===== src/rtl/fetch_unit_if.sv =====
// Instruction-memory fetch bus between fetch_unit (master) and instruction memory (slave).
// One request is outstanding at a time; imemAddr stays stable until imemAck.
interface fetch_unit_if;
  logic        imemReq;
  logic [31:0] imemAddr;
  logic        imemAck;
  logic [31:0] imemData;

  modport master (
    output imemReq,
    output imemAddr,
    input  imemAck,
    input  imemData
  );

  modport slave (
    input  imemReq,
    input  imemAddr,
    output imemAck,
    output imemData
  );
endinterface


===== src/rtl/fetch_unit.sv =====
// Instruction fetch stage: PC register, BOOT/FETCH/EXEC sequencing over the imem handshake,
// next-PC selection (PC+4 / branch / jump / jr) and the retired-instruction counter.
module fetch_unit #(
  parameter logic [31:0] RESET_PC = 32'h0000_0000
) (
  input  logic         clk,
  input  logic         rst_n,
  fetch_unit_if.master imem,
  input  logic [1:0]   pcSrc,
  input  logic [31:0]  jrAddr,
  input  logic         execHold,
  output logic [31:0]  instr,
  output logic [5:0]   opCode,
  output logic [5:0]   func,
  output logic [31:0]  pcPlus4,
  output logic         instrValid,
  output logic         pcMisalign,
  output logic [31:0]  instrCount
);

  localparam logic [1:0] ST_BOOT  = 2'd0;
  localparam logic [1:0] ST_FETCH = 2'd1;
  localparam logic [1:0] ST_EXEC  = 2'd2;

  logic [1:0]  state_r;
  logic [31:0] pc_r;
  logic [31:0] instr_r;
  logic [31:0] count_r;
  logic        misalign_r;
  logic        commit_s;
  logic        jr_misalign_s;
  logic [31:0] next_pc_s;

  // Next PC; branch offset is relative to PC+4, jump keeps the PC+4 region bits.
  function automatic logic [31:0] calc_next_pc(
    input logic [1:0]  src,
    input logic [31:0] pc,
    input logic [31:0] ir,
    input logic [31:0] jr
  );
    logic [31:0] pc4;
    pc4 = pc + 32'd4;
    case (src)
      2'd0:    calc_next_pc = pc4;
      2'd1:    calc_next_pc = pc4 + {{14{ir[15]}}, ir[15:0], 2'b00};
      2'd2:    calc_next_pc = {pc4[31:28], ir[25:0], 2'b00};
      2'd3:    calc_next_pc = {jr[31:2], 2'b00};
      default: calc_next_pc = pc4;
    endcase
  endfunction

  // Commit qualification and next-PC selection for the current execute window.
  always_comb begin
    commit_s      = 1'b0;
    jr_misalign_s = 1'b0;
    next_pc_s     = calc_next_pc(pcSrc, pc_r, instr_r, jrAddr);
    if (state_r == ST_EXEC) begin
      commit_s = ~execHold;
    end else begin
      commit_s = 1'b0;
    end
    if (commit_s && (pcSrc == 2'd3) && (jrAddr[1:0] != 2'b00)) begin
      jr_misalign_s = 1'b1;
    end else begin
      jr_misalign_s = 1'b0;
    end
  end

  // Fetch sequencer; an unused encoding falls back to BOOT.
  always_ff @(posedge clk or negedge rst_n) begin
    if (!rst_n) begin
      state_r <= ST_BOOT;
    end else begin
      case (state_r)
        ST_BOOT:  state_r <= ST_FETCH;
        ST_FETCH: state_r <= imem.imemAck ? ST_EXEC : ST_FETCH;
        ST_EXEC:  state_r <= commit_s ? ST_FETCH : ST_EXEC;
        default:  state_r <= ST_BOOT;
      endcase
    end
  end

  // Instruction register captures only on an ack seen while fetching.
  always_ff @(posedge clk or negedge rst_n) begin
    if (!rst_n) begin
      instr_r <= 32'h0000_0000;
    end else if ((state_r == ST_FETCH) && imem.imemAck) begin
      instr_r <= imem.imemData;
    end else begin
      instr_r <= instr_r;
    end
  end

  // PC and retire counter advance together at the end of each execute window.
  always_ff @(posedge clk or negedge rst_n) begin
    if (!rst_n) begin
      pc_r    <= RESET_PC;
      count_r <= 32'h0000_0000;
    end else if (commit_s) begin
      pc_r    <= next_pc_s;
      count_r <= count_r + 32'd1;
    end else begin
      pc_r    <= pc_r;
      count_r <= count_r;
    end
  end

  // Sticky misaligned-jr flag, cleared only by reset.
  always_ff @(posedge clk or negedge rst_n) begin
    if (!rst_n) begin
      misalign_r <= 1'b0;
    end else if (jr_misalign_s) begin
      misalign_r <= 1'b1;
    end else begin
      misalign_r <= misalign_r;
    end
  end

  assign imem.imemReq  = (state_r == ST_FETCH);
  assign imem.imemAddr = pc_r;
  assign instrValid    = (state_r == ST_EXEC);
  assign instr         = instr_r;
  assign opCode        = instr_r[31:26];
  assign func          = instr_r[5:0];
  assign pcPlus4       = pc_r + 32'd4;
  assign pcMisalign    = misalign_r;
  assign instrCount    = count_r;

endmodule


===== src/flat_wrapper.sv =====
// flat-port wrapper written by rule: the top's interface ports become plain ports
module fetch_unit_flat 
#(
  parameter logic [31:0] RESET_PC = 32'h0000_0000
)
  (clk, rst_n, pcSrc, jrAddr, execHold, instr, opCode, func, pcPlus4, instrValid, pcMisalign, instrCount, imem_imemReq, imem_imemAddr, imem_imemAck, imem_imemData);
  fetch_unit_if imem_i ();
  input  logic clk;
  input  logic rst_n;
  input  logic [1:0] pcSrc;
  input  logic [31:0] jrAddr;
  input  logic execHold;
  output logic [31:0] instr;
  output logic [5:0] opCode;
  output logic [5:0] func;
  output logic [31:0] pcPlus4;
  output logic instrValid;
  output logic pcMisalign;
  output logic [31:0] instrCount;
  output wire logic [$bits(imem_i.imemReq)-1:0] imem_imemReq;
  output wire logic [$bits(imem_i.imemAddr)-1:0] imem_imemAddr;
  input wire logic [$bits(imem_i.imemAck)-1:0] imem_imemAck;
  input wire logic [$bits(imem_i.imemData)-1:0] imem_imemData;
  assign imem_imemReq = imem_i.imemReq;
  assign imem_imemAddr = imem_i.imemAddr;
  assign imem_i.imemAck = imem_imemAck;
  assign imem_i.imemData = imem_imemData;
  fetch_unit #(.RESET_PC(RESET_PC)) u_core (.clk(clk), .rst_n(rst_n), .imem(imem_i), .pcSrc(pcSrc), .jrAddr(jrAddr), .execHold(execHold), .instr(instr), .opCode(opCode), .func(func), .pcPlus4(pcPlus4), .instrValid(instrValid), .pcMisalign(pcMisalign), .instrCount(instrCount));
endmodule

===== config.mk =====
export PLATFORM = sky130hd
export DESIGN_NAME = fetch_unit_flat
export DESIGN_NICKNAME = d
export VERILOG_FILES = /design/src/rtl/fetch_unit_if.sv /design/src/rtl/fetch_unit.sv /design/src/flat_wrapper.sv
export SDC_FILE = /design/constraint.sdc
export NUM_CORES = 1
export LEC_CHECK = 0
export CORE_MARGIN = 1.5
export CORE_UTILIZATION = 44
export CTS_CLUSTER_SIZE = 16
export DETAILED_ROUTE_END_ITERATION = 7
export PLACE_DENSITY = 0.84
export SLEW_MARGIN = 0
export SYNTH_ARGS = -nofsm -noshare
export SYNTH_HDL_FRONTEND = slang
export SYNTH_SLANG_ARGS = --single-unit

===== constraint.sdc =====
create_clock -name clk -period 3.3 [get_ports clk]
set_input_delay 0.33 -clock clk [delete_from_list [all_inputs] [get_ports clk]]
set_output_delay 0.33 -clock clk [all_outputs]
set_load 0.05 [all_outputs]

### After elaboration in Yosys (flattened, before gate mapping)

Index checks and enable logic that the tools add are counted.

| word-level totals | value |
|---|---|
| input port bits | 70 |
| register bits | 99 |

| operators by class | value |
|---|---|
| reduce and logical (&&, ||, !) cells | 6 |
| mux-type cells | 6 |
| bitwise operators | 1 |
| add/sub/neg operators | 3 |
| equal/unequal tests | 5 |

Operators by type and width:

| operator | number |
|---|---|
| case mux 32 bit (4 select lines) | 1 |
| adder 32 x 1 -> 32 bit (second input constant) | 1 |
| adder 32 x 3 -> 32 bit (second input constant) | 1 |
| adder 32 bit | 1 |
| equality test 2 bit (second input constant) | 3 |
| case mux 2 bit (3 select lines) | 1 |
| equality test 2 x 1 -> 1 bit (second input constant) | 2 |
| zero test 2 bit | 2 |
| 2-to-1 mux 2 bit | 2 |
| logical AND 1 bit | 3 |
| 2-to-1 mux 1 bit | 2 |
| nonzero test 2 bit | 1 |
| inverter 1 bit | 1 |

### Longest topological paths before layout

Gate-level depths: netlist (run 1).

| depth | value |
|---|---|
| depth after elaboration | 5 |
| mapped depth | 15 |
| depth with buffers taken out | 14 |

### Worst setup path before layout (run 1)

Ideal clock, no wire load.

| path | value |
|---|---|
| kind | register -> register |
| start | register u_core.pc_r[3] (netlist: u_core.imem.imemAddr[3]) |
| end | register u_core.pc_r[15] (netlist: u_core.imem.imemAddr[15]) |
| library setup time | 125 ps |
| clock period less this slack | 4392 ps |
| data required time | 3175 ps |
| path buffers | 0 |
| arrival time | 4267 ps |
| stages on the path, launching flop included | 14 |
| setup slack | -1092 ps |
| path through | dfrtp_1 > ha_1 > nand2_1 > nor3_2 > and3_1 > xor2_1 > ha_1 > and2_1 > nor3b_1 > o21ai_1 > nand2_1 > xor2_1 > mux4_2 > mux2_2 |

| between the ends | value |
|---|---|
| word-level cells in the longest chain between the ends | 3 |

RTL lines:

| what | line | RTL |
|---|---|---|
| start, declared | fetch_unit.sv:26 | `logic [31:0] pc_r;` |
| start signal, assigned | fetch_unit.sv:100 | `pc_r <= next_pc_s;` |
| start signal, assigned | fetch_unit.sv:103 | `pc_r <= pc_r;` |
| adder 32 x 3 -> 32 bit | n/a |  |
| named net pcPlus4[14] | flat_wrapper.sv:16 | `output logic [31:0] pcPlus4;` |
| adder 32 bit | fetch_unit.sv:45 | `2'd1: calc_next_pc = pc4 + {{14{ir[15]}}, ir[15:0], 2'b00};` |
| case mux 32 bit (4 select lines) | fetch_unit.sv:43 | `case (src)` |

The timed path passes the listed nets, and every way through them passes these cells.
A chain may end at the register's enable or synchronous reset.

### Final worst setup path (run 1)

| path | value |
|---|---|
| start | register u_core.pc_r[4] (netlist: u_core.imem.imemAddr[4]) |
| end | register u_core.pc_r[15] (netlist: u_core.imem.imemAddr[15]) |

| between the ends | value |
|---|---|
| word-level cells in the longest chain between the ends | 3 |

RTL lines:

| what | line | RTL |
|---|---|---|
| adder 32 x 3 -> 32 bit (*) | fetch_unit.sv:42 | `pc4 = pc + 32'd4;` |
| adder 32 bit | fetch_unit.sv:45 |  |
| case mux 32 bit (4 select lines) (*) | fetch_unit.sv:43 |  |

Mark *: on every way between the ends. The rest lies on a longest branch, timed or not.

==> results of run 1 <==
-- power groups by stage --
stage | Sequential, mW | Combinational [mW] | Clock, mW
2_1_floorplan | 3.55 | 4.94 | 0
5_1_grt | 2.24 | 10.6 | 1.17
3_5_place_dp | 2.17 | 9.45 | 0
6_report | 2.17 | 10.1 | 1.10
4_1_cts | 2.15 | 9.52 | 1.13
3_3_place_gp | 2.15 | 9.34 | 0
-- registers in the layout, indices dropped and copies added (netlist names) --
| name | flops |
|---|---|
| u_core.instrCount | 32 |
| u_core.instr | 32 |
| u_core.imem.imemAddr | 30 |
| u_core.state_r | 2 |
| u_core.pcMisalign | 1 |
-- repair_timing --
| action | 4_1_cts | 5_1_grt |
|---|---|---|
| gates resized for setup | 1 | 54 |
| buffers inserted | 0 | 6 |
| pin swaps | 0 | 22 |
| setup endpoints to repair | 1 | 17 |
-- through the flow --
step,instance area [sq um],worst slack (ps),utilization [%],TNS (ps)
2_1_floorplan,7690,-278,-,-2660
3_3_place_gp,10400,75.2,65.8,0
3_5_place_dp,10400,-47.1,65.8,-47.1
4_1_cts,10800,28.2,67.7,0
5_1_grt,11100,-120,69.8,-400
6_report,11100,60.2,69.8,0
-- kinds of logic after synthesis --
family	count (synthesis)	synth area share, %
other cells	1	0.0523
flops	97	33.9
fa+ha+maj	37	6.56
xor+xnor	83	10.1
simple gates	251	18.5
buf+inv	59	4.10
mux	65	11.3
compound gates	172	15.5
-- area by class of cell --
cell class              instances  area share [%]
clock buffers                   9            2.03
clock inverters                 7           0.711
inverters                      14           0.474
multi-input cells             612            46.9
flip-flops and latches         97            22.2
well taps                     216            2.44
repair buffers                305            25.3
-- path summary, 6_finish.rpt --
path / depth (start not counted) / slack, ps / end / start
worst max-delay path: 13 / 60 / u_core.imem.imemAddr[15] / u_core.imem.imemAddr[4]
max in group asynchronous: 2 / 2580 / u_core.instr[2] / rst_n
worst min register to register: 1 / 490 / u_core.instrCount[27] / u_core.instrCount[27]
worst max register to register: 13 / 60 / u_core.imem.imemAddr[15] / u_core.imem.imemAddr[4]
min in group clk: 4 / 480 / u_core.imem.imemAddr[31] / pcSrc[0]
worst min-delay path: 1 / -20 / u_core.imem.imemAddr[28] / rst_n
-- worst max-delay path: stages (launching register included) --
cell     delay [ps]
dfrtp_2         360
nand4_1         240
buf_4           240
nor3_4          190
and3_4          250
xor2_4          240
ha_4            250
and2_4          140
nor3b_2         160
o21ai_2          90
nand2_2         100
xor2_1          140
mux4_2          460
mux2_4          270
-- cells in the final DEF (no fill, tap or decap), types with 15 or more instances in the layout --
| cell type | synthesis | layout |
|---|---|---|
| a21oi_1 | 56 | 48 |
| buf_4 | 18 | 104 |
| clkdlybuf4s50_1 | 0 | 198 |
| dfrtp_1 | 97 | 74 |
| dfrtp_2 | 0 | 20 |
| ha_1 | 36 | 23 |
| mux2_2 | 39 | 38 |
| mux2i_1 | 17 | 17 |
| nand2_1 | 82 | 79 |
| nand3_1 | 35 | 29 |
| nand4_1 | 15 | 15 |
| nor2_1 | 37 | 35 |
| xnor2_1 | 51 | 34 |
| xor2_1 | 32 | 24 |
-- per-layer routing --
metal  wire [microns]  vias up  global-route usage [%]
li1                 -     3328                       -
met2            12400      367                    50.0
met5                0        -                       0
met1            10300     3590                    38.8
met4             1200        0                    13.9
met3             1900       85                    6.76
==> impl_metrics.csv, run 1 <==
group,metric,value,unit
clocking,cts_tree,"built",
critical_path,cp_max_fo,4,
synthesis,synth_edf_count,0,
critical_path,end_kind,"register",
timing,fin_crit_sh,98.2,%
power,cellPowerDensity,1210,mW/mm^2
die,die-area,0.0171,sq mm
power,pwr-share-seq,16.2,%
timing,rsz0062_at_grt,"true",
clocking,cts_sinks,97,
placed_design,gp_congestion,0.976,
power,switching_share,53.0,%
timing,worst_slew_pin_slew,676,ps
global_routing,grt_max_degree,54,
drt,wl_per_cell,20.5,microns
power,p_int,6.29,mW
synthesis,synth_common_cells,"97 x dfrtp_1, 82 x nand2_1, 56 x a21oi_1",
timing,slew_viol_final,0,
timing,whs,-18.2,ps
synthesis,yosys.area.top_type,"dfrtp_1",
timing,slew_headroom,55.0,%
synthesis,ys_ff_latch,97,
drt,drt_wl_total,25.9,mm
die,start_util,45.1,%
die,rows,46,
worst_hold_path,hold_class,"input pin to asynchronous set/reset pin",
synthesis,synthFlopType,"dfrtp_1",
timing,skew,12.0,ps
critical_path,start_kind,"register",
critical_path,crit_arrival,3490,ps
synthesis,post-synth-top-count-cell,"dfrtp_1",
synthesis,ys_warn_count,0,
synthesis,netlist_top_cells_area,"dfrtp_1 34%, ha_1 6.3%, xnor2_1 6.2%",
critical_path,cp_data_required_time,3550,ps
power,share_comb_of_total_power,75.5,%
critical_path,worstSetupPathType,"register to register",
drt,drtPass1Iterations,5,
run_status,violations,"negative hold slack",
power,switchingPower,7.08,mW
final_layout,fillers,1207,
global_routing,grt_pass1_vias,7387,
global_routing,grt_overflow,0,
power,ir_drop,1060,uV
die,fp.dieW,131,microns
placed_design,dpl.hpwl,19.6,mm
timing,fin_crit,3240,ps
power,power.leakage,4.67,nW
timing,finalSetupViolCount,0,
synthesis,synth-async-reset-ratio,100,%
power,power.total,13.4,mW
die,die_height,131,microns
final_layout,antenna_cells,0,
power,p_clk_share,8.2,%
drt,avgViaCountPerCell,5.85,
clocking,ctsHoldBuffers,0,
die,io_pins,213,
final_layout,area_delta_synth_final,54.6,%
drt,via_count,7370,
clocking,cts_buffers,9,
placed_design,io_buffers,208,
final_layout,multiInputGateArea,0.00519,sq mm
synthesis,synth_cells,765,
synthesis,synth_area,0.00717,sq mm
clocking,clk_pin_slew,80,ps
global_routing,grt_usage,30.5,%
final_layout,drive_gt1_share,27.8,%
clocking,cts-root-buf,"clkbuf_16",
global_routing,antenna_found_initial,0,
run_status,status,"finished, violations left",
timing,fmax,309,MHz
clocking,cts_htree_levels,3,
clocking,clock_path_buffers,2,
die,coreArea,0.0159,sq mm
drt,drc,0,
clocking,clk_latency,370,ps
placed_design,dp_cells,1238,
drt,drt_iter0_drc,403,
run,maxCapViolCount,0,
drt,antenna_left,0,
synthesis,yosysSeqAreaShare,33.9,%
final_layout,regArea,0.00246,sq mm
synthesis,synth_area_per_cell,9.37,sq um
final_layout,finalNonFillerCells,1260,
synthesis,synth_top_area_share,33.9,%
synthesis,ys_types,75,
timing,hold_viol,9,
global_routing,grt_pass1_wl,39.5,mm
final_layout,final_nets,1146,
Note: power is estimated with default switching activity, not from simulation.
==> run 2: changes to the inputs <==
==> constraint.sdc (replaced) <==
create_clock -name clk -period 3.3 [get_ports clk]
set_input_delay 0.66 -clock clk [delete_from_list [all_inputs] [get_ports clk]]
set_output_delay 0.66 -clock clk [all_outputs]
set_load 0.05 [all_outputs]
==> impl_metrics.csv, run 2 (synthesis results as in run 1) <==
group,metric,value,unit
timing,finalSetupViolCount,0,
power,p_int,6.41,mW
critical_path,regToRegSetupSlack,70,ps
die,die_height,131,microns
clocking,cts_buffers,9,
final_layout,fin_area,0.0111,sq mm
clocking,cts_sinks,97,
power,pwr-share-seq,16.2,%
placed_design,dp_cells,1241,
power,cellPowerDensity,1210,mW/mm^2
final_layout,antenna_cells,0,
timing,slew_headroom,52.7,%
final_layout,drive_gt1_share,28.9,%
placed_design,placed_cell_area,0.0105,sq mm
worst_hold_path,hold_class,"input pin to asynchronous set/reset pin",
drt,wl_per_cell,20.7,microns
global_routing,grt_overflow,0,
run_status,status,"finished, final reports clean",
critical_path,worstSetupPathType,"register to register",
clocking,cts_htree_levels,3,
placed_design,dpl.hpwl,19.7,mm
die,start_util,45.1,%
timing,fmax,310,MHz
die,rows,46,
global_routing,grt_pass1_wl,39.1,mm
clocking,clk_pin_slew,80,ps
timing,hold_viol,0,
critical_path,crit_arrival,3480,ps
power,power.leakage,4.73,nW
power,ir_drop,1050,uV
placed_design,gp_congestion,0.983,
power,power.total,13.5,mW
drt,drtPass1Iterations,5,
placed_design,io_buffers,208,
final_layout,layout_common_cells,"186 x clkdlybuf4s50_1, 114 x buf_4, 79 x nand2_1",
power,p_clk_share,8.6,%
global_routing,grt_usage,30.5,%
global_routing,grt_pass1_vias,7150,
timing,whs,334,ps
placed_design,post-place-ws,2.93,ps
timing,rsz0062_at_grt,"true",
timing,worst_slew_pin_slew,710,ps
global_routing,grt_max_degree,53,
final_layout,final_common_cell,"clkdlybuf4s50_1",
timing,slew_viol_final,0,
clocking,cts_tree,"built",
drt,via_count,7331,
clocking,ctsHoldBuffers,0,
drt,drt_wl_total,26.1,mm
drt,avgViaCountPerCell,5.80,
global_routing,antenna_found_initial,0,
critical_path,crit_path_end,"u_core.imem.imemAddr[31]",
die,coreArea,0.0159,sq mm
clocking,cts-root-buf,"clkbuf_16",
clocking,clk_latency,360,ps
clocking,clock_path_buffers,2,
critical_path,cp_data_required_time,3550,ps
critical_path,reg2reg_to,"u_core.imem.imemAddr[31]",
run,maxCapViolCount,0,
critical_path,cp_max_fo,5,
die,fp.dieW,131,microns
drt,antenna_left,0,
die,io_pins,213,
drt,drt_iter0_drc,537,
die,die-area,0.0171,sq mm
critical_path,crit_path_start,"u_core.imem.imemAddr[9]",
critical_path,regToRegStartpoint,"u_core.imem.imemAddr[9]",
timing,fin_crit,3230,ps
critical_path,end_kind,"register",
timing,layout_setup_ws,72.5,ps
final_layout,finalNonFillerCells,1265,
critical_path,start_kind,"register",
final_layout,final_nets,1151,
final_layout,area_delta_synth_final,55.2,%
power,switchingPower,7.07,mW
power,switching_share,52.5,%
critical_path,ff2ff_path_depth,13,
timing,fin_crit_sh,97.8,%
timing,skew,9.20,ps
power,share_comb_of_total_power,75.2,%
drt,drc,0,
==> run 2: cell count changes in the layout (fill, tap and decap cells not counted), sizes merged <==
cell	previous run	this run
dlymetal6s2s	1	0
buf	106	124
clkinv	3	1
bufinv	0	1
clkdlybuf4s50	198	186
clkinvlp	0	1
==> run 2: routing by layer <==
metal,vias to the layer above,wire length (microns),share of wire (%),global-route usage [%]
li1,3349,-,-,-
met4,0,690,2.6,10.8
met1,3598,10400,40,38.6
met3,52,2200,8.4,7.17
met5,-,0,0,0
met2,332,12900,49,51.1
==> run 2: layout make-up <==
cell class              count  area (sq um)
inverters                  14          52.6
clock buffers               9           225
repair buffers            310          2900
well taps                 216           270
flip-flops and latches     97          2460
clock inverters             7          93.8
multi-input cells         612          5120
fillers                  1203          4760
==> run 2: worst min path at each step <==
stage	startpoint	to	depth (start not counted)
floorplan	rst_n	u_core.imem.imemAddr[10]	0
global placement	u_core.pcMisalign	u_core.pcMisalign	1
detailed placement	u_core.instrCount[31]	u_core.instrCount[31]	1
CTS	rst_n	u_core.imem.imemAddr[29]	1
global route	rst_n	u_core.imem.imemAddr[31]	1
finish	rst_n	u_core.imem.imemAddr[31]	1
==> run 2: per-stage QoR <==
step | setup TNS [ps] | util [%]
after detailed placement | 0 | 66.3
after global placement | 0 | 66.3
final | 0 | 70.0
after floorplan | -2660 | -
after CTS | 0 | 68.4
after global routing | -70.1 | 70.0
==> run 2: power groups by stage <==
stage | Combinational [mW] | Sequential [mW] | Clock, mW
3_3_place_gp | 9.40 | 2.17 | 0
5_1_grt | 10.7 | 2.25 | 1.22
2_1_floorplan | 4.94 | 3.55 | 0
3_5_place_dp | 9.54 | 2.19 | 0
4_1_cts | 9.61 | 2.18 | 1.18
6_report | 10.1 | 2.19 | 1.16
==> run 2: what timing repair did <==
action,4_1_cts,5_1_grt
setup buffers,0,8
endpoints found under the setup margin,1,16
pin swaps,0,15
gates resized for setup,1,42
==> run 2: worst max-delay path: stages (launching register included) <==
cell and delay [ps]:
dfrtp_2 400, buf_4 130, and3_2 210, nand4_4 170
nor4_4 410, and3_4 260, xor2_2 100, ha_1 380
nand2_1 90, or3_1 360, a31o_1 240, o211a_1 130
xnor2_1 160, a21oi_1 80
==> run 3: changes to the inputs <==
--- a/config.mk
+++ b/config.mk
@@ -10,6 +10,7 @@
 export CTS_CLUSTER_SIZE = 16
 export DETAILED_ROUTE_END_ITERATION = 7
 export PLACE_DENSITY = 0.84
+export SKIP_LAST_GASP = 1
 export SLEW_MARGIN = 0
 export SYNTH_ARGS = -nofsm -noshare
 export SYNTH_HDL_FRONTEND = slang
==> results of run 3 <==
Same layout as run 2: the final DEF is identical, and so are final timing and power.
